`src/rtl/la_capture_array.sv`:
```
// la_capture_array
//   Multi-channel logic-analyser capture block. Each channel runs through a
//   DEPTH-stage delay line and is then registered into a true/complement
//   output pair. The block also reports per-channel rise/fall pulses and
//   sticky edge flags, and keeps a saturating count of edges summed over
//   all channels.
//
//   Ports
//     wb_clk_i    clock, rising edge
//     wb_rst_i    synchronous active-high reset
//     la_data_in  [WIDTH]  channel inputs
//     en          1 = advance, 0 = freeze everything
//     hold        freeze q/qb while the delay line keeps shifting
//     edge_clr    clear sticky flags and edge counter
//     q, qb       [WIDTH]  registered delayed data and its complement
//     rise, fall  [WIDTH]  one-cycle edge pulses aligned with the new q
//     sticky      [WIDTH]  any-edge-since-clear flags
//     edge_cnt    [CNT_W]  saturating edge count
//     cnt_sat     edge_cnt is at its maximum value

// Per-channel slice: delay line, output flop pair, edge pulses, sticky flag.
module la_capture_lane #(
    parameter int DEPTH = 1
) (
    input  logic clk_i,
    input  logic rst_i,
    input  logic din_i,
    input  logic en_i,
    input  logic load_i,   // en & ~hold, shared by all lanes
    input  logic clr_i,
    output logic q_o,
    output logic qb_o,
    output logic rise_o,
    output logic fall_o,
    output logic sticky_o,
    output logic edge_o    // unregistered edge of this cycle, for the counter
);

    logic [DEPTH-1:0] stage_q, stage_d;
    logic             q_q, qb_q, rise_q, fall_q, sticky_q;
    logic             tail, rise_d, fall_d;

    always_comb begin
        stage_d    = stage_q;
        stage_d[0] = din_i;
        for (int i = 1; i < DEPTH; i++) stage_d[i] = stage_q[i-1];
    end

    assign tail   = stage_q[DEPTH-1];
    // Edges compare the value about to be loaded against the current q, so
    // a hold release reports at most one edge no matter what was skipped.
    assign rise_d = load_i &  tail & ~q_q;
    assign fall_d = load_i & ~tail &  q_q;
    assign edge_o = rise_d | fall_d;

    always_ff @(posedge clk_i) begin
        if (rst_i) begin
            stage_q  <= '0;
            q_q      <= 1'b0;
            qb_q     <= 1'b1;
            rise_q   <= 1'b0;
            fall_q   <= 1'b0;
            sticky_q <= 1'b0;
        end else if (en_i) begin
            stage_q  <= stage_d;
            if (load_i) begin
                q_q  <= tail;
                qb_q <= ~tail;
            end
            rise_q   <= rise_d;
            fall_q   <= fall_d;
            // A clear and a new edge together leave the flag set.
            sticky_q <= (sticky_q & ~clr_i) | edge_o;
        end else begin
            rise_q <= 1'b0;
            fall_q <= 1'b0;
        end
    end

    assign q_o      = q_q;
    assign qb_o     = qb_q;
    assign rise_o   = rise_q;
    assign fall_o   = fall_q;
    assign sticky_o = sticky_q;

endmodule

module la_capture_array #(
    parameter int WIDTH = 2,
    parameter int DEPTH = 1,
    parameter int CNT_W = 8
) (
    input  logic             wb_clk_i,
    input  logic             wb_rst_i,
    input  logic [WIDTH-1:0] la_data_in,
    input  logic             en,
    input  logic             hold,
    input  logic             edge_clr,
    output logic [WIDTH-1:0] q,
    output logic [WIDTH-1:0] qb,
    output logic [WIDTH-1:0] rise,
    output logic [WIDTH-1:0] fall,
    output logic [WIDTH-1:0] sticky,
    output logic [CNT_W-1:0] edge_cnt,
    output logic             cnt_sat
);

    logic             load;
    logic [WIDTH-1:0] edge_vec;
    logic [CNT_W:0]   n_edges, base, sum;
    logic [CNT_W-1:0] cnt_q, cnt_d;

    assign load = en & ~hold;

    for (genvar g = 0; g < WIDTH; g++) begin : g_lane
        la_capture_lane #(.DEPTH(DEPTH)) u_lane (
            .clk_i    (wb_clk_i),
            .rst_i    (wb_rst_i),
            .din_i    (la_data_in[g]),
            .en_i     (en),
            .load_i   (load),
            .clr_i    (edge_clr),
            .q_o      (q[g]),
            .qb_o     (qb[g]),
            .rise_o   (rise[g]),
            .fall_o   (fall[g]),
            .sticky_o (sticky[g]),
            .edge_o   (edge_vec[g])
        );
    end

    // Sum is one bit wider than the counter; its top bit flags overflow,
    // which clamps to all ones instead of wrapping.
    always_comb begin
        n_edges = '0;
        for (int i = 0; i < WIDTH; i++)
            n_edges = n_edges + {{CNT_W{1'b0}}, edge_vec[i]};
        base  = edge_clr ? '0 : {1'b0, cnt_q};
        sum   = base + n_edges;
        cnt_d = sum[CNT_W] ? '1 : sum[CNT_W-1:0];
    end

    always_ff @(posedge wb_clk_i) begin
        if (wb_rst_i)  cnt_q <= '0;
        else if (en)   cnt_q <= cnt_d;
    end

    assign edge_cnt = cnt_q;
    assign cnt_sat  = &cnt_q;

endmodule

```
`config.mk`:
```
export PLATFORM = sky130hd
export DESIGN_NAME = la_capture_array
export DESIGN_NICKNAME = d
export VERILOG_FILES = /design/src/rtl/la_capture_array.sv
export SDC_FILE = /design/constraint.sdc
export NUM_CORES = 1
export LEC_CHECK = 0
export ABC_AREA = 1
export CAP_MARGIN = 20
export CORE_UTILIZATION = 48
export CTS_CLUSTER_DIAMETER = 40
export DETAILED_ROUTE_END_ITERATION = 6
export HOLD_SLACK_MARGIN = 0.08
export PLACE_DENSITY = 0.78
export SYNTH_ARGS = -nofsm -noshare
export SYNTH_HDL_FRONTEND = slang
export SYNTH_SLANG_ARGS = --single-unit
```
`constraint.sdc`:
```
create_clock -name wb_clk_i -period 2.85 [get_ports wb_clk_i]
set_input_delay 0.57 -clock wb_clk_i [delete_from_list [all_inputs] [get_ports wb_clk_i]]
set_output_delay 0.57 -clock wb_clk_i [all_outputs]
set_load 0.1 [all_outputs]
```
Word level (Yosys, flattened, before mapping)
Index checks and enable logic that the tools add are counted.
Widths: inputs -> output; s select.
{"block": "word_totals", "reg_bits": 20, "input_bits": 7, "output_inout_bits": 19, "wordCells": 42}
{"block": "classes", "add_sub_neg": 2, "muxes": 2, "n_bitwise": 22, "reduce_logical": 3}
{"cell": "$mux 8", "count": 2}
{"cell": "$and 1x1->1", "count": 11}
{"cell": "$add 8x2->9", "count": 1}
{"cell": "$reduce_and 8->1", "count": 1}
{"cell": "$not 1->1", "count": 7}
{"cell": "$or 1x1->1", "count": 4}
{"cell": "$add 1x1->2", "count": 1}
{"cell": "$reduce_and 2->1", "count": 1}
{"cell": "$reduce_or 2->1", "count": 1}

Depth between registers and ports, before layout
Gate-level depths: netlist of run 1.
{"block": "depth", "ltp_word": 8, "ltp_mapped": 13, "depth_no_buf": 13}

Cells and area by module
A second synthesis of run 1 with hierarchy kept.
{"block": "hier_totals", "cells_unflattened": 148, "hier_area_um2": 1018.5}
{"module": "la_capture_array", "instances": 1, "cells_per_inst": 80, "area_per_inst_um2": 525.5, "seq_area_each_um2": 160.2}
{"module": "la_capture_lane", "instances": 2, "cells_per_inst": 34, "area_per_inst_um2": 246.5, "seq_area_each_um2": 120.1}

Worst setup path after synthesis of run 1
OpenSTA, ideal clock, no wires.
{"block": "synth_timing", "path_kind": "reg2out", "startpoint": "register cnt_q[1], in the netlist edge_cnt[1]", "endpoint": "output port cnt_sat", "arrival_ps": 4108, "required_time_ps": 2280, "setup_slack_ps": -1828, "path_stages_with_launch": 3, "path_buffers": 0, "cell_sequence": "dfxtp_1 > inv_1 > nor4_1"}
{"block": "synth_via", "elab_chain_cells": 1}
{"element": "start: declaration", "line": "111", "source": "logic [CNT_W-1:0] cnt_q, cnt_d;"}
{"element": "start signal: assignment", "line": "145", "source": "else if (en) cnt_q <= cnt_d;"}
{"element": "$reduce_and 8->1", "line": "149", "source": "assign cnt_sat = &cnt_q;"}
{"element": "end: declaration", "line": "105", "source": "output logic cnt_sat"}
No other way between the ends.

Worst setup path after layout of run 1
{"block": "layout_timing", "startpoint": "input port hold", "endpoint": "register cnt_q[5], in the netlist edge_cnt[5]"}
{"block": "layout_via", "elab_chain_cells": 8, "elab_cells_between_ends": 15, "classes_between": "add/sub: 2; mux: 1; bitwise: 12"}
{"element": "start: declaration", "line": "97", "source": "input logic hold,"}
{"element": "$not 1->1 *", "line": "113", "source": "assign load = en & ~hold;"}
{"element": "$and 1x1->1 *", "line": "113"}
{"element": "$and 1x1->1, on equally long branches (2 in series)", "line": "52, 53"}
{"element": "$or 1x1->1", "line": "54", "source": "assign edge_o = rise_d | fall_d;"}
{"element": "$add 1x1->2 *", "line": "137", "source": "n_edges = n_edges + {{CNT_W{1'b0}}, edge_vec[i]};"}
{"element": "$add 8x2->9 *", "line": "139", "source": "sum = base + n_edges;"}
{"element": "$mux 8 *", "line": "140", "source": "cnt_d = sum[CNT_W] ? '1 : sum[CNT_W-1:0];"}
Every way passes the cells marked *; elsewhere a longest branch is shown, timed or not.
A chain may end at the register's enable or synchronous reset.

==> results.md, run 1 <==
• **overall fraction of global-route tracks in use** 0.194
• **transition time at the pin with the least slew margin** 0.279 ns
• **number of synthesis warnings** 0
• **met3 Track Usage GR** 0.0561
• **row count** 16
• **clock sink count** 20
• **final instance area** 1290 µm²
• **total die area** 2430 µm²
• **largest clock skew in the final design** 0.00439 ns
• **area of the core region** 2020 µm²
• **Worst Hold Endpoint** g_lane[0].u_lane.qb_o$_SDFFE_PP1P_
• **number of violations reported at the end of detailed-routing iteration 0** 27
• **leakage power figure** 0.000651 µW
• **maximum clock path buffer count** 2
• **type of the worst setup path** input port to flop
• **post-synthesis sequential area ratio** 0.373
• **routed wire length** 2210 µm
• **GRT met1 Usage** 0.248
• **global placer's final weighted congestion** 0.886
• **final hold viol count** 0
• **post-cts sizing count** 0
• **number of cell instances on the worst register-to-register path** 12
• **met2 GRT Util** 0.313
• **worst min-delay path startpoint** g_lane[0].u_lane.qb_o$_SDFFE_PP1P_
• **Vias per Instance** 5.01
• **Tightest Hold Check Type** flop to flop
• **largest net degree at the start of global routing** 16
• **Buffers on Ports** 25
• **Synthesized Nets** 159
• **final worst path period need** 2.42 ns
• **Post-Synthesis Cells** 151
• **vias in the first global route** 830
• **global-route wire length before repair** 3630 µm
• **max-slew violation count** 0
• **result of the run** complete, no violations
• **placed inst area** 1250 µm²
• **worst-case hold slack** 0.475 ns
• **Clk Latency, worst-skew pair** 0.30 ns
• **unique cell type count in the Yosys netlist** 23
• **max-capacitance violation count** 0
• **TritonCTS clock tree** yes
• **setup repair after global routing missed its margin** false
• **critical register-to-register path startpoint** g_lane[0].u_lane.q_o$_SDFFE_PP0P_
• **net count reported at finish** 178
• **Max rail drop VDD** 0.000329 V
• **r2r endpoint** edge_cnt[5]$_SDFFE_PP0P_
• **top library cells by usage in the layout, fill and taps aside** 32 x nand2_1, 22 x inv_1, 21 x buf_4
• **number of hold buffers added after CTS** 0
• **worst max-slew margin expressed relative to the limit** 0.816
• **Register-to-Register Setup Slack** 0.88 ns
• **peak-usage layer in the global routing report** met2
• **die boundary width** 49.3 µm
• **final global-route overflow total** 0
• **antenna violations before repair** 0
• **arrival time worst endpoint** 2.62 ns
• **largest fanout on the critical path** 10
• **count of TritonRoute iterations in the first routing pass** 4
• **starting utilization of the core area** 0.531
• **share of cells above drive strength 1** 0.243
• **number of antenna cells inserted** 0
• **clock slew seen by the registers of the worst setup and hold paths** 0.11 ns
• **area growth from synthesis to layout** 20.3%
• **die outline height** 49.3 µm
• **drt wl/cell** 11.3 µm
• **ANT nets after route** 0
• **Via Count** 982
• **sum of negative setup slack** 0 ns
• **sort of element at the end of the critical path** flop
• **number of remaining DRC errors** 0
• **dpl hpwl** 1700 µm
• **total CTS buffers** 3
• **Min-Delay Path Depth** 2
• **most common cell after layout, fill and taps aside** nand2_1
• **Clock Root Buffer** clkbuf_4
• **mean area per synthesized cell** 7.11 µm²
• **final worst-path cycle share** 0.849
• **Mapped Area** 1070 µm²
• **critical path launch point type** input port
• **number of setup violations in the final report** 0
• **I/O Pins** 26
• **CTS H-tree lvls** 1
• **synthesized flop and latch total** 20
• **data required time of the critical path** 3.06 ns
• **highest clock frequency the design can meet** 413 MHz
• **Worst setup startpoint** hold
• **Post-CTS Setup Repair Bufs** 0
• **pwr dens** 492 nW/µm²
• **utilization of the core after routing** 0.639
flip-flops by register name, indices dropped and copies added, names as in the netlist:
name and flops:
g_lane.u_lane.qb_o 2, edge_cnt 8, g_lane.u_lane.sticky_o 2, g_lane.u_lane.stage_q 2, g_lane.u_lane.rise_o 2, g_lane.u_lane.q_o 2, g_lane.u_lane.fall_o 2
cells by family (layout without fill, tap and decap cells):
| kind of cell | count (synthesis) | count (layout) | synth area share |
|---|---|---|---|
| buf+inv | 36 | 54 | 0.170 |
| compound gates | 19 | 19 | 0.0956 |
| xor+xnor | 1 | 1 | 0.00816 |
| fa+ha+maj | 1 | 1 | 0.0186 |
| flops | 20 | 20 | 0.373 |
| simple gates | 74 | 74 | 0.335 |
worst max path at each step:
| stage | endpoint | slack (ns) |
|---|---|---|
| detailed placement | edge_cnt[5]$_SDFFE_PP0P_ | 0.11 |
| finish | edge_cnt[5]$_SDFFE_PP0P_ | 0.43 |
| global route | edge_cnt[5]$_SDFFE_PP0P_ | 0.29 |
| floorplan | cnt_sat | 0.04 |
| CTS | edge_cnt[5]$_SDFFE_PP0P_ | 0.45 |
| global placement | edge_cnt[4]$_SDFFE_PP0P_ | 0.19 |
routing by layer:
layer / share of wire / up-vias
li1: - / 503
met1: 0.46 / 440
met2: 0.47 / 35
met3: 0.061 / 4
met4: 0.011 / 0
met5: 0 / -
metrics by stage:
| step | instances | power [µW] | worst slack [ns] |
|---|---|---|---|
| 6_report | 196 | 635 | 0.431 |
| 5_1_grt | 196 | 664 | 0.295 |
| 4_1_cts | 196 | 640 | 0.453 |
| 3_5_place_dp | 192 | 475 | 0.115 |
| 3_3_place_gp | 192 | 473 | 0.186 |
| 2_1_floorplan | 151 | 443 | 0.0405 |
synth_stat cells (all sizes together):
cell type  count  area [µm²]
nor4           1        6.26
xnor2          1        8.76
nor3           4        20.0
fa             1        20.0
a211oi         2        15.0
a21oi          8        40.0
inv           23        88.8
nand3b         1        7.51
nand2         34         133
nand4          1        6.26
nand3         11        85.1
nor2          22         101
clkbuf         1        3.75
o22ai          2        12.5
buf           12        90.1
o21ai          7        35.0
dfxtp         20         400
cell type report:
type	count	area [µm²]
Tap cell	27	33.8
Multi-Input combinational cell	95	505
Inverter	23	88.8
Sequential cell	20	409
Clock buffer	4	36.3
Fill cell	182	731
Timing Repair Buffer	27	218
worst max-delay path, stage by stage:
cell and delay [ns]:
clkdlybuf4s50_1 0.45, inv_1 0.04, nand2_2 0.15, nor2_1 0.09, a21oi_1 0.18, inv_1 0.09
fa_1 0.51, nand3_4 0.16, nor2_8 0.07, nand3_4 0.08, nand2_2 0.06, nor2_1 0.11
nor2_1 0.05
where the power goes:
part | switching (µW) | internal, µW | leakage [µW]
clock network | 87.7 | 78.0 | 0.0000210
registers | 12.1 | 294 | 0.000167
logic | 124 | 39.5 | 0.000464
Power figures use the tool's default switching activity.
==> run 2: changes to the inputs <==
--- a/config.mk
+++ b/config.mk
@@ -7,11 +7,11 @@
 export LEC_CHECK = 0
 export ABC_AREA = 1
 export CAP_MARGIN = 20
-export CORE_UTILIZATION = 48
+export CORE_UTILIZATION = 43
 export CTS_CLUSTER_DIAMETER = 40
 export DETAILED_ROUTE_END_ITERATION = 6
 export HOLD_SLACK_MARGIN = 0.08
-export PLACE_DENSITY = 0.78
+export PLACE_DENSITY = 0.74
 export SYNTH_ARGS = -nofsm -noshare
 export SYNTH_HDL_FRONTEND = slang
 export SYNTH_SLANG_ARGS = --single-unit
==> constraint.sdc (replaced) <==
create_clock -name wb_clk_i -period 2.05 [get_ports wb_clk_i]
set_input_delay 0.41 -clock wb_clk_i [delete_from_list [all_inputs] [get_ports wb_clk_i]]
set_output_delay 0.41 -clock wb_clk_i [all_outputs]
set_load 0.1 [all_outputs]
==> results.md, run 2 (same netlist as run 1, synthesis figures left out) <==
• **result of the run** complete, no violations
• **global placer's final weighted congestion** 0.823, -7.1%
• **number of remaining DRC errors** 0, unchanged
• **number of hold buffers added after CTS** 0, unchanged
• **largest net degree at the start of global routing** 16, unchanged
• **total die area** 2700 µm², +11%
• **net count reported at finish** 185, +3.9%
• **antenna violations before repair** 0, unchanged
• **Design Power** 889 µW, +40%
• **number of antenna cells inserted** 0, unchanged
• **total area of multi-input combinational cells** 526 µm², +4.0%
• **die boundary width** 52.0 µm, +5.4%
• **data required time of the critical path** 2.25 ns, -0.81 ns
• **critical path buffer and inverter count** 3, unchanged
• **critical path launch point type** input port
• **top library cells by usage in the layout, fill and taps aside** 32 x nand2_1, 27 x buf_4, 21 x inv_1
• **Vias per Instance** 4.88, -2.6%
• **setup repair after global routing missed its margin** true
• **number of violations reported at the end of detailed-routing iteration 0** 9, -67%
• **final worst-path cycle share** 0.974
• **area occupied by registers** 430 µm², +5.2%
• **leakage power figure** 0.000691 µW, +6.1%
• **largest clock skew in the final design** 0.00325 ns, -0.00114 ns
• **placed insts** 199, +3.6%
• **flip-flop count of the largest register after layout** 8, unchanged
• **fill cell instance count of the final layout** 198, +8.8%
• **Tightest Hold Check Type** flop to flop
• **global-route wire length before repair** 3590 µm, -1.1%
• **final global-route overflow total** 0, unchanged
• **slowest stage cell, crit path** clkdlybuf4s50_1
• **area of the core region** 2280 µm², +13%
• **max-capacitance violation count** 0, unchanged
• **pwr dens** 636 nW/µm², +29%
• **TritonCTS clock tree** yes
• **Clk Latency, worst-skew pair** 0.30 ns, about the same
• **top cell family by delay on the critical path** simple AND/OR/NAND/NOR gates
• **area growth from synthesis to layout** 30.3%
• **highest clock frequency the design can meet** 501 MHz
• **list of cells traversed by the critical path** clkdlybuf4s50_1 -> inv_1 -> nand2_4 -> nor2_2 -> a21oi_2 -> inv_2 -> fa_2 -> nand3_4 -> nor2_8 -> nand3_4 -> nand2_2 -> nor2_1 -> nor2_1
• **post-route non-filler standard cell count** 204, +4.1%
• **final worst path period need** 2.00 ns
• **count of TritonRoute iterations in the first routing pass** 4, unchanged
• **ANT nets after route** 0, unchanged
• **transition time at the pin with the least slew margin** 0.287 ns, +0.00824 ns
• **final hold viol count** 0, unchanged
• **arrival time worst endpoint** 2.19 ns, -0.43 ns
• **most common cell after layout, fill and taps aside** nand2_1
• **sort of element at the end of the critical path** flop
• **clock slew seen by the registers of the worst setup and hold paths** 0.11 ns, about the same
• **row count** 17, +1
• **Clock Root Buffer** clkbuf_4
• **overall fraction of global-route tracks in use** 0.185, -0.00904
• **maximum clock path buffer count** 2, unchanged
• **worst max-slew margin expressed relative to the limit** 0.809, -0.00722
• **routed wire length** 2320 µm, +5.0%
• **Buffers on Ports** 25, unchanged
• **number of setup violations in the final report** 0, unchanged
• **drt wl/cell** 11.4 µm, +0.90%
• **delay of the slowest critical-path stage** 0.45 ns, -0.06 ns
• **max-slew violation count** 0, unchanged
• **starting utilization of the core area** 0.472, -0.0593
• **dpl hpwl** 1740 µm, +2.5%
• **CTS H-tree lvls** 1, unchanged
• **I/O Pins** 26, unchanged
• **largest fanout on the critical path** 7, -3
• **type of the worst setup path** input port to flop
• **final instance area** 1400 µm², +8.3%
• **clock sink count** 20, unchanged
• **vias in the first global route** 861, +3.7%
• **Max rail drop VDD** 0.000341 V, +3.6%
• **share of cells above drive strength 1** 0.313, +0.0699
• **die outline height** 52.0 µm, +5.4%
• **placed inst area** 1340 µm², +6.6%
• **Via Count** 996, +1.4%
• **total CTS buffers** 3, unchanged
==> run 2: changes by cell type in the layout (fill, tap and decap cells not counted), sizes merged <==
cell	before	now
buf	21	28
==> run 2: metal layers <==
layer / up-vias / share of wire / GRT usage
li1: 518 / - / -
met1: 454 / 0.46 / 0.229
met2: 20 / 0.49 / 0.308
met3: 4 / 0.031 / 0.0263
met4: 0 / 0.012 / 0.0946
met5: - / 0 / 0
==> run 2: final timing paths <==
path / from / to / slack [ns] / cells after the start
setup / recovery: hold / edge_cnt[4]$_SDFFE_PP0P_ / 0.05 / 13
hold / removal: g_lane[1].u_lane.qb_o$_SDFFE_PP1P_ / g_lane[1].u_lane.qb_o$_SDFFE_PP1P_ / 0.47 / 2
setup reg to reg: g_lane[1].u_lane.q_o$_SDFFE_PP0P_ / edge_cnt[4]$_SDFFE_PP0P_ / 0.20 / 12
hold reg to reg: g_lane[1].u_lane.qb_o$_SDFFE_PP1P_ / g_lane[1].u_lane.qb_o$_SDFFE_PP1P_ / 0.47 / 2
==> run 2: layout make-up <==
class,instances,area share
Clock buffer,4,0.0259
Inverter,23,0.0635
Multi-Input combinational cell,95,0.376
Sequential cell,20,0.308
Tap cell,28,0.0250
Timing Repair Buffer,34,0.202
==> run 2: repair_timing <==
action                                  in CTS  in global routing
endpoints found under the setup margin       2                  7
pin swaps                                    0                  5
setup buffers                                0                  1
resized for setup                            1                  6
==> run 2: through the flow <==
stage / hold WS [ns] / setup slack (ns) / TNS (ns) / util
after floorplan: 0.435 / -0.208 / -0.208 / -
after detailed placement: 0.450 / -0.356 / -2.56 / 0.588
final: 0.471 / 0.0537 / 0 / 0.615
after global placement: 0.446 / -0.280 / -2.08 / 0.588
after global routing: 0.509 / -0.0175 / -0.0354 / 0.615
after CTS: 0.477 / 0.0228 / 0 / 0.605
==> run 2: report_power, final <==
| part | leakage, µW | internal (µW) | switching (µW) |
|---|---|---|---|
| registers | 0.000169 | 402 | 17.6 |
| clock network | 0.0000210 | 108 | 119 |
| logic | 0.000501 | 64.8 | 177 |
==> run 2: tightest hold or removal path, stage by stage, from the launching register on <==
cell	delay (ns)
dfxtp_1	0.34
a21oi_1	0.06
nand2_1	0.04
